## src/rtl/pc_fetch_redirect_pkg.sv

```systemverilog
// -----------------------------------------------------------------------------
// pc_fetch_redirect_pkg
// Shared definitions for the IF-stage PC generator / fetch sequencer:
//   fetch_state_e        - fetch sequencer states
//   RESET_PC_DEFAULT     - default boot PC
//   FLUSH_STAGES_DEFAULT - default number of younger pipeline registers flushed
//   INST_NOP             - canonical NOP encoding (addi x0, x0, 0)
//   word_align()         - clears the byte-offset bits of an address
// -----------------------------------------------------------------------------
package pc_fetch_redirect_pkg;

    typedef enum logic [2:0] {
        ST_BOOT  = 3'd0,
        ST_FETCH = 3'd1,
        ST_WAIT  = 3'd2,
        ST_HOLD  = 3'd3,
        ST_DRAIN = 3'd4
    } fetch_state_e;

    localparam logic [31:0] RESET_PC_DEFAULT     = 32'h0000_0000;
    localparam int          FLUSH_STAGES_DEFAULT = 3;
    localparam logic [31:0] INST_NOP             = 32'h0000_0013;

    function automatic logic [31:0] word_align(input logic [31:0] addr);
        return {addr[31:2], 2'b00};
    endfunction

endpackage

```

## src/rtl/pc_fetch_redirect_if.sv

```systemverilog
// -----------------------------------------------------------------------------
// pc_fetch_redirect_if
// Bundles the instruction-memory request/response channel and the IF/ID
// valid/ready delivery channel.
//   master : the fetch unit (drives imem_req/imem_addr, if_valid/if_pc/if_inst)
//   slave  : the environment (instruction memory + IF/ID register)
// -----------------------------------------------------------------------------
interface pc_fetch_redirect_if;

    logic        imem_req;
    logic [31:0] imem_addr;
    logic        imem_ready;
    logic        imem_rvalid;
    logic [31:0] imem_rdata;

    logic        if_valid;
    logic        if_ready;
    logic [31:0] if_pc;
    logic [31:0] if_inst;

    modport master (
        output imem_req, imem_addr,
        input  imem_ready, imem_rvalid, imem_rdata,
        output if_valid, if_pc, if_inst,
        input  if_ready
    );

    modport slave (
        input  imem_req, imem_addr,
        output imem_ready, imem_rvalid, imem_rdata,
        input  if_valid, if_pc, if_inst,
        output if_ready
    );

endinterface

```

## src/rtl/pc_fetch_redirect_fetch_buffer.sv

```systemverilog
// -----------------------------------------------------------------------------
// pc_fetch_redirect_fetch_buffer
// One-entry {pc, inst} holding register between the imem response and IF/ID.
// Contents are zeroed whenever the entry is emptied so that the delivered
// pc/inst read as zero while nothing is buffered.
//   clk, rst   : clock, asynchronous active-high reset
//   load_i     : capture pc_i/inst_i and mark the entry valid
//   clear_i    : empty the entry (wins over load_i)
//   pc_i       : PC of the instruction being captured
//   inst_i     : instruction being captured
//   valid_o    : entry holds an instruction
//   pc_o       : buffered PC
//   inst_o     : buffered instruction
// -----------------------------------------------------------------------------
module pc_fetch_redirect_fetch_buffer (
    input  logic        clk,
    input  logic        rst,
    input  logic        load_i,
    input  logic        clear_i,
    input  logic [31:0] pc_i,
    input  logic [31:0] inst_i,
    output logic        valid_o,
    output logic [31:0] pc_o,
    output logic [31:0] inst_o
);

    logic        valid_q, valid_d;
    logic [31:0] pc_q, pc_d;
    logic [31:0] inst_q, inst_d;

    always_comb begin
        valid_d = valid_q;
        pc_d    = pc_q;
        inst_d  = inst_q;
        if (clear_i) begin
            valid_d = 1'b0;
            pc_d    = '0;
            inst_d  = '0;
        end else if (load_i) begin
            valid_d = 1'b1;
            pc_d    = pc_i;
            inst_d  = inst_i;
        end
    end

    always_ff @(posedge clk or posedge rst) begin
        if (rst) begin
            valid_q <= 1'b0;
            pc_q    <= '0;
            inst_q  <= '0;
        end else begin
            valid_q <= valid_d;
            pc_q    <= pc_d;
            inst_q  <= inst_d;
        end
    end

    assign valid_o = valid_q;
    assign pc_o    = pc_q;
    assign inst_o  = inst_q;

endmodule

```

## src/rtl/pc_fetch_redirect.sv

```systemverilog
// -----------------------------------------------------------------------------
// pc_fetch_redirect
// IF-stage PC generator and single-outstanding instruction-fetch sequencer.
// Fetches one word at a time, holds it for IF/ID until accepted, and reloads
// the PC on a MEM-stage redirect, flushing younger stages and discarding any
// fetch that was already in flight.
//   clk, rst        : clock, asynchronous active-high reset
//   bus (master)    : imem request/response + IF/ID valid/ready delivery
//   redirect_valid  : MEM-stage taken branch / jump this cycle
//   redirect_target : new PC from MEM stage (low two bits ignored)
//   flush           : per-stage flush, bit0 = IF/ID (combinational)
//   misalign        : redirect target had non-zero byte offset (combinational)
//   redirect_count  : redirects taken since reset, wraps
// -----------------------------------------------------------------------------
module pc_fetch_redirect
    import pc_fetch_redirect_pkg::*;
#(
    parameter logic [31:0] RESET_PC     = RESET_PC_DEFAULT,
    parameter int          FLUSH_STAGES = FLUSH_STAGES_DEFAULT
) (
    input  logic                    clk,
    input  logic                    rst,
    pc_fetch_redirect_if.master     bus,
    input  logic                    redirect_valid,
    input  logic [31:0]             redirect_target,
    output logic [FLUSH_STAGES-1:0] flush,
    output logic                    misalign,
    output logic [31:0]             redirect_count
);

    fetch_state_e state_q, state_d;
    logic [31:0]  pc_q, pc_d;
    logic [31:0]  cnt_q, cnt_d;

    logic         buf_load, buf_clear, buf_valid;
    logic [31:0]  buf_pc, buf_inst;
    logic         req, accept, deliver;

    pc_fetch_redirect_fetch_buffer u_buf (
        .clk     (clk),
        .rst     (rst),
        .load_i  (buf_load),
        .clear_i (buf_clear),
        .pc_i    (pc_q),
        .inst_i  (bus.imem_rdata),
        .valid_o (buf_valid),
        .pc_o    (buf_pc),
        .inst_o  (buf_inst)
    );

    // A full buffer blocks new requests, keeping at most one fetch in flight.
    assign req     = (state_q == ST_FETCH) && !buf_valid;
    assign accept  = req && bus.imem_ready;
    // A redirect cancels delivery even when IF/ID is ready.
    assign deliver = (state_q == ST_HOLD) && buf_valid && bus.if_ready && !redirect_valid;

    always_comb begin
        state_d   = state_q;
        pc_d      = pc_q;
        cnt_d     = cnt_q;
        buf_load  = 1'b0;
        buf_clear = 1'b0;

        unique case (state_q)
            ST_BOOT:  state_d = ST_FETCH;
            ST_FETCH: if (accept) state_d = ST_WAIT;
            ST_WAIT: begin
                if (bus.imem_rvalid) begin
                    buf_load = 1'b1;
                    state_d  = ST_HOLD;
                end
            end
            ST_HOLD: begin
                if (deliver) begin
                    pc_d      = pc_q + 32'd4;
                    buf_clear = 1'b1;
                    state_d   = ST_FETCH;
                end
            end
            ST_DRAIN: if (bus.imem_rvalid) state_d = ST_FETCH;
            default:  state_d = ST_BOOT;
        endcase

        // Redirect overrides everything above. The in-flight response (if
        // any) must be swallowed in DRAIN; if it lands this very cycle, or
        // none was accepted, we can fetch the new target straight away.
        if (redirect_valid) begin
            pc_d      = word_align(redirect_target);
            buf_load  = 1'b0;
            buf_clear = 1'b1;
            cnt_d     = cnt_q + 32'd1;
            unique case (state_q)
                ST_FETCH: state_d = accept ? ST_DRAIN : ST_FETCH;
                ST_WAIT:  state_d = bus.imem_rvalid ? ST_FETCH : ST_DRAIN;
                ST_DRAIN: state_d = ST_DRAIN;
                default:  state_d = ST_FETCH;
            endcase
        end
    end

    always_ff @(posedge clk or posedge rst) begin
        if (rst) begin
            state_q <= ST_BOOT;
            pc_q    <= RESET_PC;
            cnt_q   <= '0;
        end else begin
            state_q <= state_d;
            pc_q    <= pc_d;
            cnt_q   <= cnt_d;
        end
    end

    assign bus.imem_req  = req;
    assign bus.imem_addr = pc_q;
    assign bus.if_valid  = (state_q == ST_HOLD) && buf_valid;
    assign bus.if_pc     = buf_pc;
    assign bus.if_inst   = buf_inst;

    assign flush          = {FLUSH_STAGES{redirect_valid}};
    assign misalign       = redirect_valid && (redirect_target[1:0] != 2'b00);
    assign redirect_count = cnt_q;

endmodule

```

## src/flat_wrapper.sv

```systemverilog
// flat-port wrapper written by rule: the top's interface ports become plain ports
module pc_fetch_redirect_flat import pc_fetch_redirect_pkg::*;
#(
    parameter logic [31:0] RESET_PC     = RESET_PC_DEFAULT,
    parameter int          FLUSH_STAGES = FLUSH_STAGES_DEFAULT
)
  (clk, rst, redirect_valid, redirect_target, flush, misalign, redirect_count, bus_imem_req, bus_imem_addr, bus_imem_ready, bus_imem_rvalid, bus_imem_rdata, bus_if_valid, bus_if_pc, bus_if_inst, bus_if_ready);
  pc_fetch_redirect_if bus_i ();
  input  logic clk;
  input  logic rst;
  input  logic redirect_valid;
  input  logic [31:0] redirect_target;
  output logic [FLUSH_STAGES-1:0] flush;
  output logic misalign;
  output logic [31:0] redirect_count;
  output wire logic [$bits(bus_i.imem_req)-1:0] bus_imem_req;
  output wire logic [$bits(bus_i.imem_addr)-1:0] bus_imem_addr;
  input wire logic [$bits(bus_i.imem_ready)-1:0] bus_imem_ready;
  input wire logic [$bits(bus_i.imem_rvalid)-1:0] bus_imem_rvalid;
  input wire logic [$bits(bus_i.imem_rdata)-1:0] bus_imem_rdata;
  output wire logic [$bits(bus_i.if_valid)-1:0] bus_if_valid;
  output wire logic [$bits(bus_i.if_pc)-1:0] bus_if_pc;
  output wire logic [$bits(bus_i.if_inst)-1:0] bus_if_inst;
  input wire logic [$bits(bus_i.if_ready)-1:0] bus_if_ready;
  assign bus_imem_req = bus_i.imem_req;
  assign bus_imem_addr = bus_i.imem_addr;
  assign bus_i.imem_ready = bus_imem_ready;
  assign bus_i.imem_rvalid = bus_imem_rvalid;
  assign bus_i.imem_rdata = bus_imem_rdata;
  assign bus_if_valid = bus_i.if_valid;
  assign bus_if_pc = bus_i.if_pc;
  assign bus_if_inst = bus_i.if_inst;
  assign bus_i.if_ready = bus_if_ready;
  pc_fetch_redirect #(.RESET_PC(RESET_PC), .FLUSH_STAGES(FLUSH_STAGES)) u_core (.clk(clk), .rst(rst), .bus(bus_i), .redirect_valid(redirect_valid), .redirect_target(redirect_target), .flush(flush), .misalign(misalign), .redirect_count(redirect_count));
endmodule
```

## config.mk

```make
export PLATFORM = sky130hd
export DESIGN_NAME = pc_fetch_redirect_flat
export DESIGN_NICKNAME = d
export VERILOG_FILES = /design/src/rtl/pc_fetch_redirect_pkg.sv /design/src/rtl/pc_fetch_redirect_if.sv /design/src/rtl/pc_fetch_redirect_fetch_buffer.sv /design/src/rtl/pc_fetch_redirect.sv /design/src/flat_wrapper.sv
export SDC_FILE = /design/constraint.sdc
export NUM_CORES = 1
export LEC_CHECK = 0
export ABC_CLOCK_PERIOD_IN_PS = 11900
export CELL_PAD_IN_SITES_DETAIL_PLACEMENT = 0
export CELL_PAD_IN_SITES_GLOBAL_PLACEMENT = 2
export CORE_ASPECT_RATIO = 0.7
export CORE_MARGIN = 2
export CORE_UTILIZATION = 29
export DETAILED_ROUTE_END_ITERATION = 8
export PLACE_DENSITY_LB_ADDON = 0.1
export SLEW_MARGIN = 20
export SYNTH_ARGS = -nofsm -noshare
export SYNTH_HDL_FRONTEND = slang
export SYNTH_SLANG_ARGS = --single-unit
```

## constraint.sdc

```tcl
create_clock -name clk -period 11.9 [get_ports clk]
set_input_delay 3.57 -clock clk [delete_from_list [all_inputs] [get_ports clk]]
set_output_delay 3.57 -clock clk [all_outputs]
set_load 0.02 [all_outputs]
```

==> metrics.yaml <==
cells_and_area:
  final_cell_mix: "201 x clkdlybuf4s50_1, 151 x nand2_1, 129 x dfrtp_1, 65 x a21oi_1, 30 x nor2_1"
  area_growth_pct: 47.3
  drive_above_1_share_pct: 5.60
  final_util_pct: 44.0
  final_net_count: 898
  antenna_cells: 0
  layout_commonest_cell: "clkdlybuf4s50_1"
  nFillCells: 1963
yosys:
  syn-cell-area_sq_um: 5980
  seq_area_frac_synth_pct: 54.0
  yosys_register_bits: 129
  ys_types: 41
  synth_edf_count: 0
  synthArstFlopShare_pct: 100
  yosys_warnings: 0
  ys_dominant_reg_cell: "dfrtp_1"
  syn_area_per_cell_sq_um: 9.32
  syn_inst: 641
clocking:
  clockBufferDepth: 2
  cts_setup_buffers: 0
  cts.repair.resized: 0
  htreeDepth: 4
  tritoncts: "yes"
  path_clk_slew_ns: 0.06
  numCtsBuffers: 17
  clock-sinks: 129
  ctsHoldBuffers: 0
  clock_latency_ns: 0.42
  root_buffer: "clkbuf_16"
worst_setup_path:
  worst-setup-path-type: "in -> out"
  crit_path_end_kind: "output pin"
  worst_path_most_repeated_cell: "clkdlybuf4s50_1"
  cp.arrival_ns: 5.33
  critPathMaxFanout: 38
  max_stage_delay_ns: 0.60
  required_ns: 8.33
  critPathSlowestCell: "clkdlybuf4s50_1"
  start_kind: "primary input"
  crit_chain: "clkdlybuf4s50_1, buf_4, clkinv_1, nor2_1, clkdlybuf4s50_1"
drt:
  drt_first_iter_violations: 317
  route.vias.total: 5446
  ant_nets: 0
  avgViaCountPerCell: 4.91
  wl_um: 19300
  drcViolationCount: 0
  wl_per_cell_um: 17.4
  dr.pass1.iters: 5
pwr:
  p_sw_share_pct: 30.9
  p_int_uw: 937
  power.density_nw_per_um2: 154
  combPwrFrac_pct: 21.9
  p_clk_share_pct: 38.7
  ir_worst_vdd_mv: 0.0897
  p_sw_uw: 420
  leakagePower_uw: 0.00348
  seqPwrFrac_pct: 39.5
floorplanning:
  rows: 43
  die_w_um: 176
  coreArea_sq_um: 20000
  initial_core_util_pct: 29.9
  io_pins: 204
  die_y_um: 124
  dieArea_sq_um: 21800
timing:
  setup_viol: 0
  max_freq_mhz: 112
  layout_setup_ws_ns: 3.00
  max-slew-margin-rel_pct: 37.5
  whs_ns: 0.479
  setup_tns_ns: 0
  fin_skew_ns: 0.0106
  rsz0062_at_grt: "false"
  hold_viol: 0
  worst_pin_slew_ns: 0.934
  fin_crit_ns: 8.90
  fin_crit_sh_pct: 74.8
  slew_violations: 0
placement:
  gp_congestion: 0.795
  pre_cts_slack_ns: 2.96
  dp_hpwl_um: 13200
  io_buffers: 201
global_route:
  grt-ovfl-total: 0
  antenna_found_initial: 0
  track_usage_pct: 17.6
  first_global_vias: 5243
  grt_pass1_wl_um: 29400
  grt_max_degree: 67
worst_hold_path:
  min_path_type: "reg -> reg"
run_status:
  status: "complete, no violations"
run:
  maxCapViolations: 0
==> per-layer routing <==
| layer | share of wire, % | track usage (%) | wire (um) | vias up |
|---|---|---|---|---|
| met5 | 0 | 0 | 0 | - |
| met4 | 1.3 | 5.42 | 244 | 0 |
| met3 | 7.4 | 5.53 | 1420 | 16 |
| met2 | 40 | 24.0 | 7790 | 184 |
| met1 | 51 | 26.2 | 9840 | 2630 |
| li1 | - | - | - | 2616 |
==> critical path: cells and delay by family <==
family,cells,cell delay (ns)
buffers and inverters,4,1.63
and+or+nand+nor,1,0.13
==> per-stage QoR <==
stage,total power (uW),cell area [sq um],cells
3_3_place_gp,837,8200,1077
5_1_grt,1420,8800,1109
6_report,1360,8800,1109
3_5_place_dp,841,8210,1077
2_1_floorplan,691,5980,642
4_1_cts,1370,8800,1109
==> cell families after synthesis <==
group	after synthesis	share of synthesized area [%]
compound gates	123	11.8
xor+xnor	38	5.57
fa+ha+maj	2	0.419
buf+inv	53	3.87
flops	129	54.0
mux	2	0.356
other cells	1	0.0628
simple gates	293	23.9
==> layout make-up <==
type | count | area [sq um] | area share (%)
sequential | 129 | 3230 | 36.7
multi-input combinational | 460 | 2540 | 28.9
timing repair buffer | 207 | 2060 | 23.4
clock buffer | 20 | 457 | 5.19
tap | 270 | 338 | 3.84
clock inverter | 12 | 134 | 1.52
inverter | 11 | 46.3 | 0.526
==> power groups by stage <==
stage	logic [uW]	registers [uW]	clock network [uW]
2_1_floorplan	119	572	0
3_3_place_gp	297	540	0
3_5_place_dp	299	542	0
4_1_cts	301	535	537
5_1_grt	323	543	557
6_report	297	535	525
==> worst paths after layout <==
check,startpoint,slack [ns],depth (start not counted),endpoint
worst max-delay path,redirect_valid,3.00,5,misalign
worst min-delay path,u_core.redirect_count[31],0.48,1,u_core.redirect_count[31]
worst max register to register,u_core.state_q[2],9.22,5,u_core.bus.imem_addr[21]
worst min register to register,u_core.redirect_count[31],0.48,1,u_core.redirect_count[31]
max in group asynchronous,rst,6.94,3,u_core.u_buf.pc_o[29]
min in group asynchronous,rst,3.63,2,u_core.u_buf.inst_o[7]
==> state kept, by name (all words and copies together) (netlist names) <==
register,flops
u_core.bus.imem_addr,30
u_core.redirect_count,32
u_core.state_q,3
u_core.u_buf.inst_o,32
u_core.u_buf.pc_o,31
u_core.u_buf.valid_o,1
==> synthesized netlist by cell type (8+ instances only) <==
library cell	instances	area, sq um
nand2_1	152	571
dfrtp_1	129	3230
a21oi_1	65	325
clkbuf_1	32	120
nor2_1	30	113
xnor2_1	27	236
nand4_1	26	163
nand3_1	22	110
or4_1	22	165
a31oi_1	19	119
o31ai_1	17	128
o21ai_0	15	75.1
xor2_1	11	96.3
and3_1	10	62.6
inv_1	10	37.5
and4_1	8	70.1
buf_4	8	60.1
Power figures use the tool's default switching activity.
